`src/rtl/axi_stream_itof_pkg.sv`:
```
// axi_stream_itof_pkg: binary32 constants and pipeline stage records for the int-to-float converter
package axi_stream_itof_pkg;
    localparam int FP32_BIAS     = 127;
    localparam int ITOF_EXP_BASE = FP32_BIAS + 31;
    localparam int FP32_EXP_W    = 8;
    localparam int FP32_FRAC_W   = 23;

    typedef struct packed {
        logic        v;
        logic        sign;
        logic        zero;
        logic [31:0] mag;
    } s1_t;

    typedef struct packed {
        logic                  v;
        logic                  sign;
        logic                  zero;
        logic [30:0]           norm;
        logic [FP32_EXP_W-1:0] exp;
    } s2_t;
endpackage

```
`src/rtl/lzc32.sv`:
```
// lzc32: combinational leading-zero count of a 32-bit word (zero input is don't-care)
module lzc32 (
    input  logic [31:0] a,
    output logic [4:0]  cnt
);
    // highest set bit wins because it is visited last
    always_comb begin
        cnt = 5'd0;
        for (int i = 0; i < 32; i++)
            if (a[i]) cnt = 5'(31 - i);
    end
endmodule

```
`src/rtl/axi_stream_itof.sv`:
```
// axi_stream_itof: 3-stage stallable signed int32 to binary32 converter on AXI4-stream
import axi_stream_itof_pkg::*;

module axi_stream_itof #(
    parameter int ROUND_RNE = 1
) (
    input  logic        clk,
    input  logic        rst,
    input  logic [31:0] itof_tdata,
    input  logic        itof_tvalid,
    output logic        itof_tready,
    output logic [31:0] itof_r_tdata,
    output logic        itof_r_tvalid,
    input  logic        itof_r_tready
);
    s1_t                   s1;
    s2_t                   s2;
    logic                  en;
    logic [4:0]            lz;
    logic [FP32_FRAC_W-1:0] frac;
    logic                  g;
    logic                  st;
    logic                  up;
    logic [FP32_FRAC_W:0]  sum;
    logic [FP32_EXP_W-1:0] exp_r;
    logic [31:0]           res;

    assign en          = ~itof_r_tvalid | itof_r_tready;
    assign itof_tready = en;

    lzc32 u_lzc (.a(s1.mag), .cnt(lz));

    // stage 1: capture sign, zero flag and magnitude (0x80000000 negates to itself, valid as unsigned)
    always_ff @(posedge clk) begin
        if (rst) s1 <= '0;
        else if (en) begin
            s1.v    <= itof_tvalid;
            s1.sign <= itof_tdata[31];
            s1.zero <= itof_tdata == 32'd0;
            s1.mag  <= itof_tdata[31] ? -itof_tdata : itof_tdata;
        end
    end

    // stage 2: normalize so the leading one lands in bit 31 (dropped, it is the hidden bit)
    always_ff @(posedge clk) begin
        if (rst) s2 <= '0;
        else if (en) begin
            s2.v    <= s1.v;
            s2.sign <= s1.sign;
            s2.zero <= s1.zero;
            s2.norm <= 31'(s1.mag << lz);
            s2.exp  <= 8'(ITOF_EXP_BASE) - {3'd0, lz};
        end
    end

    // round/pack: a mantissa carry leaves the fraction at zero and bumps the exponent
    always_comb begin
        frac  = s2.norm[30:8];
        g     = s2.norm[7];
        st    = |s2.norm[6:0];
        up    = (ROUND_RNE != 0) & g & (st | frac[0]);
        sum   = {1'b0, frac} + {{FP32_FRAC_W{1'b0}}, up};
        exp_r = s2.exp + {{(FP32_EXP_W-1){1'b0}}, sum[FP32_FRAC_W]};
        res   = s2.zero ? 32'd0 : {s2.sign, exp_r, sum[FP32_FRAC_W-1:0]};
    end

    // stage 3: registered result, held while the consumer stalls
    always_ff @(posedge clk) begin
        if (rst) begin
            itof_r_tvalid <= 1'b0;
            itof_r_tdata  <= 32'd0;
        end else if (en) begin
            itof_r_tvalid <= s2.v;
            itof_r_tdata  <= res;
        end
    end
endmodule
```
`config.mk`:
```
export PLATFORM = sky130hd
export DESIGN_NAME = axi_stream_itof
export DESIGN_NICKNAME = d
export VERILOG_FILES = /design/src/rtl/axi_stream_itof_pkg.sv /design/src/rtl/lzc32.sv /design/src/rtl/axi_stream_itof.sv
export SDC_FILE = /design/constraint.sdc
export NUM_CORES = 1
export LEC_CHECK = 0
export BUFFER_PORTS_ARGS = -buffer_cell sky130_fd_sc_hd__buf_2
export CAP_MARGIN = 0
export CORE_ASPECT_RATIO = 1.1
export CORE_MARGIN = 2
export CORE_UTILIZATION = 55
export DETAILED_ROUTE_END_ITERATION = 10
export PLACE_DENSITY = 0.75
export RECOVER_POWER = 50
export SYNTH_ARGS = -nofsm -noshare
export SYNTH_HDL_FRONTEND = slang
export SYNTH_SLANG_ARGS = --single-unit
```
`constraint.sdc`:
```
create_clock -name clk -period 5.87 [get_ports clk]
set_input_delay 1.761 -clock clk [delete_from_list [all_inputs] [get_ports clk]]
set_output_delay 1.761 -clock clk [all_outputs]
set_load 0.03 [all_outputs]
```
Yosys cells after proc, flatten, opt, wreduce, memory -nomap -nowiden
Index checks and enable logic that the tools add are counted.
{"block": "word_totals", "register_bits": 110, "latchBits": 0, "ram_bits": 0, "romBits": 0, "in_bits": 36, "wordCells": 56, "memories": 0}
{"block": "op_classes", "addsub": 4, "multipliers": 0, "div": 0, "magnitude_cmp": 0, "n_eq_ne": 0, "n_shift": 1, "muxes": 34, "bitwise_logic": 4, "reduce_logical": 2}
{"cell": "5-bit 2-to-1 mux", "count": 32}
{"cell": "32-bit 2-to-1 mux", "count": 2}
{"cell": "32-bit logical NOT", "count": 1}
{"cell": "32-bit negator", "count": 1}
{"cell": "32-bit by 5-bit left shift with 31-bit output", "count": 1}
{"cell": "23-bit by 1-bit adder with 24-bit output", "count": 1}
{"cell": "8-bit by 1-bit adder with 8-bit output", "count": 1}
{"cell": "8-bit by 5-bit subtractor with 8-bit output, first input constant", "count": 1}
{"cell": "7-bit OR reduction", "count": 1}
{"cell": "1-bit bitwise OR", "count": 2}
{"cell": "1-bit AND", "count": 1}
{"cell": "1-bit inverter", "count": 1}

Logic depth before layout (Yosys ltp)
{"block": "logic_depth", "ltp_word": 33, "depth_mapped": 14, "ltp_nobuf": 13}

Modules after synthesis
A second synthesis with hierarchy kept.
{"block": "hier_totals", "cells_unflattened": 792, "area_unflattened_um2": 6945.4}
{"module": "axi_stream_itof", "n_inst": 1, "cells_each": 729, "area_each_um2": 6580.1, "seq_area_each_um2": 2202.1}
{"module": "lzc32", "n_inst": 1, "cells_each": 63, "area_each_um2": 365.4, "seq_area_each_um2": 0.0}

Worst setup path after synthesis
Ideal clock, no wire load.
{"block": "synth_timing", "kind": "input-to-output", "startpoint": "input port itof_r_tready", "endpoint": "output port itof_tready", "t_arrival_ns": 2.808, "required_time_ns": 4.109, "path_slack_ns": 1.301, "stages": 5, "path_cell_list": "nor2b_1 > clkbuf_1 > inv_1 > clkbuf_1 > clkbuf_1"}
{"block": "synth_via", "elab_chain_len": 1}
{"item": "start, declared", "line_no": "axi_stream_itof.sv:14", "rtl": "input logic itof_r_tready"}
{"item": "1-bit bitwise OR", "line_no": "axi_stream_itof.sv:28", "rtl": "assign en = ~itof_r_tvalid | itof_r_tready;"}
{"item": "end, declared", "line_no": "axi_stream_itof.sv:11", "rtl": "output logic itof_tready,"}
No other way between the ends.

Worst setup path in the final report
{"block": "layout_timing", "startpoint": "input port itof_tdata[5]", "endpoint": "register s1[30] (netlist name)"}
{"block": "layout_via", "elab_chain_len": 2}
{"item": "start, declared", "line_no": "axi_stream_itof.sv:9", "rtl": "input logic [31:0] itof_tdata,"}
{"item": "32-bit negator", "line_no": "axi_stream_itof.sv:40", "rtl": "s1.mag <= itof_tdata[31] ? -itof_tdata : itof_tdata;"}
{"item": "32-bit 2-to-1 mux", "line_no": "axi_stream_itof.sv:40"}
{"item": "end, declared", "line_no": "axi_stream_itof.sv:16", "rtl": "s1_t s1;"}
No other way between the ends.
A chain may end at the register's enable or synchronous reset.

==> impl_results.md <==
- Combinational Power Share: 33.6%
- Cells after Synth: 905
- Synth Area in Adders: 0.873%
- Io pins: 70
- Post-synthesis compound-gate area fraction: 24.8%
- Seq/Total Area, Yosys: 30.7%
- Hold Crit Class: reg -> reg
- Most frequent cells in the layout: 116 x nor2_1, 110 x dfxtp_1, 86 x nand2_1
- Worst EP arrival: roughly 4.5 ns
- Via count: 6732
- Top-area cell type share of the netlist area: 30.7%
- Antenna viol nets, final: 0
- CTS Buf Count: 9
- Synth unique cells: 67
- Row count: 43
- Largest net degree at the start of global routing: 72
- EDFF count, synth: 0
- M1 WL: 8550 µm
- Post-Synth XOR/XNOR Area: 7.09%
- Worst clock skew: 0.00678 ns
- Async SR Flop Fraction: 0%
- IO Port Bufs: 69
- Largest family of logic cells by synthesized area: compound AO/OA/AOI/OAI gates
- Tcrit/Tclk final: 71.2%
- Lkg Pwr: ~3 nW
- Post-Route WL: 18100 µm
- Root buf cell: clkbuf_16
- Setup WS pre-CTS: 1.30 ns
- Ant diodes: 0
- Commonest non-fill, non-tap cell in the layout: nor2_1
- CTS tree: yes
- Mux share of post-synthesis cell area: 8.84%
- Drt first pass iters: 5
- Final hold vios: 0
- DPL Wire Length: 13000 µm
- RePlAce Congestion: roughly 0.97
- Wire per inst: 16.7 µm
- Top Metal Used: met4
- Int Pwr: approximately 1.5 mW
- Area growth, synth to finish: 7.68%
- Avg Cell Area, Syn: 7.92 µm²
- Crit. End Element: flop
- Metal3 WL: 805 µm
- CTS max path bufs: 2
- Worst path required time: 6.15 ns
- Max Clock Freq: about 240 MHz
- CP Max Fanout: 6
- DRC: 0
- Worst vdd ir: 0.000191 V
- Ys flop type: dfxtp_1
- Die W: 113 µm
- Initial antenna violation count: 0
- Clk pwr share: 25.6%
- Pwr dens: 304 nW/µm²
- Vias in the first global route: 5840
- TNS Setup: 0 ns
- Total power: 2.34 mW
- Top post-synthesis cells by area: dfxtp_1 31%, mux2i_1 6.4%, nor2_1 6.1%
- Slew Limit Fails: 0
- Setup ws final: between 1.5 and 2 ns
- Mapped Area: around 7200 µm²
- H-tree levels: 3
- Net count reported at finish: 962
- Total die area: 14000 µm²
- First DRT Iteration DRCs: 650
- Setup bufs post-CTS: 0
- CTS sink count: 110
- Sequential Power Share: 40.8%
- Post-Synth Simple-Gate Area: 22.2%
- Clk slew on worst S/H paths: 0.07 ns
- Core area: 12600 µm²
- Unrepaired setup endpoints after global routing: no
- Ys Warns: 0
- Slew at the pin closest to its max-slew limit: 1.20 ns
- Area leader, netlist: dfxtp_1
- Die height: 124 µm
- Post-CTS Resized: 0
- Total track usage: 25.9%
- Startpoint Class: input port
- Setup violators final: 0
- Hold Buf Count CTS: 0
- Clock Latency Late Sink: 0.36 ns
- Status: finished, final reports clean
- P_sw: 0.872 mW
- Switching share of power: approximately 37%
- Via/cell ratio: 6.22
- Grt ovf: 0
- Slew HR: 19.9%
- Share of cells above drive strength 1: roughly 9%
- Met2 wire len: 8360 µm
- Critical path class: in -> reg
- FF+latch count, synth: 110
- Fill cells: between 1000 and 1500
- Tmin final: 4.18 ns
- Initial Utilization: approximately 57%
- Post-Syn Nets: 946
- Max-cap violation count: 0
- First-pass GRT wire length: 29700 µm
-- Yosys cell counts, types with 3 or more instances --
| cell type | n |
|---|---|
| nor2_1 | 116 |
| a31oi_1 | 5 |
| o31ai_1 | 7 |
| a221oi_1 | 9 |
| dfxtp_1 | 110 |
| clkbuf_1 | 58 |
| o21ai_0 | 27 |
| nor4_1 | 6 |
| buf_1 | 3 |
| nor3_1 | 25 |
| buf_2 | 12 |
| o211ai_1 | 5 |
| xnor2_1 | 26 |
| and3_1 | 10 |
| a22oi_1 | 39 |
| and2_1 | 4 |
| nand2_1 | 86 |
| o21bai_1 | 3 |
| ha_1 | 5 |
| o21ai_1 | 13 |
| nand2b_1 | 5 |
| or4_1 | 10 |
| nand3_1 | 21 |
| mux2_2 | 10 |
| nand3b_1 | 4 |
| a221o_1 | 6 |
| nor2b_1 | 3 |
| mux2i_1 | 46 |
| o41ai_1 | 5 |
| nand4_1 | 4 |
| a21oi_1 | 46 |
| o22ai_1 | 3 |
| inv_1 | 18 |
| a211oi_1 | 37 |
| a22o_1 | 23 |
| or3_1 | 10 |
| xor2_1 | 32 |
| nor4_2 | 3 |
| and4_1 | 13 |
-- per-stage QoR --
stage	std cells	area [µm²]	hold slack, ns	utilization, %
CTS	1083	7770	0.454	61.5
detailed placement	1067	7490	0.445	59.2
finish	1083	7710	0.452	61.0
global placement	1067	7490	0.438	59.2
floorplan	905	7160	0.432	-
global route	1083	7710	0.474	61.0
-- cell families (layout without fill, tap and decap cells) --
kind of cell | count (synthesis) | after routing
AND/OR/NAND/NOR | 326 | 326
AO/OA/AOI/OAI | 252 | 252
flip-flops | 110 | 110
buffers and inverters | 95 | 116
multiplexers | 59 | 59
XOR/XNOR | 58 | 58
adder cells (fa/ha/maj) | 5 | 5
-- registers in the layout, indices dropped and copies added, names as in the netlist --
register	count
s1	35
itof_r_tdata	32
frac	23
s2	18
g	1
itof_r_tvalid	1
-- area by class of cell --
cell class | count | area (µm²) | area share, %
Timing Repair Buffer | 81 | 387 | 5.01
Clock buffer | 13 | 260 | 3.37
Tap cell | 157 | 196 | 2.55
Clock inverter | 3 | 26.3 | 0.341
Sequential cell | 110 | 2200 | 28.5
Multi-Input combinational cell | 700 | 4570 | 59.3
Inverter | 19 | 71.3 | 0.924
-- power by group through the flow --
stage / Clock, mW / Sequential (mW) / Combinational [mW]
after floorplan: 0 / 0.970 / 0.588
after global placement: 0 / 0.965 / 0.778
after detailed placement: 0 / 0.970 / 0.783
after CTS: 0.600 / 0.953 / 0.787
after global routing: 0.635 / 0.972 / 0.860
final: 0.600 / 0.957 / 0.788
-- layer usage --
| metal | GRT usage (%) | up-vias |
|---|---|---|
| met1 | 35.5 | 3141 |
| met2 | 42.5 | 194 |
| met4 | 9.60 | 0 |
| met3 | 2.92 | 32 |
| li1 | - | 3365 |
| met5 | 0 | - |
-- critical path, cell delays in order --
cell and delay (ns):
clkbuf_1 0.10, or3_1 0.46, nor4_4 0.41, nand4_1 0.24, or3_1 0.43, or4_1 0.47
o31ai_1 0.27, xor2_1 0.10, a211oi_1 0.22
-- path summary, 6_finish.rpt --
check	from	end	slack (ns)	cells after the start
setup / recovery	itof_tdata[5]	s1[30]	1.69	9
hold / removal	itof_r_tdata[1]	itof_r_tdata[1]	0.45	2
setup reg to reg	s1[28]	frac[22]	2.11	9
hold reg to reg	itof_r_tdata[1]	itof_r_tdata[1]	0.45	2
Note: power is estimated with default switching activity, not from simulation.
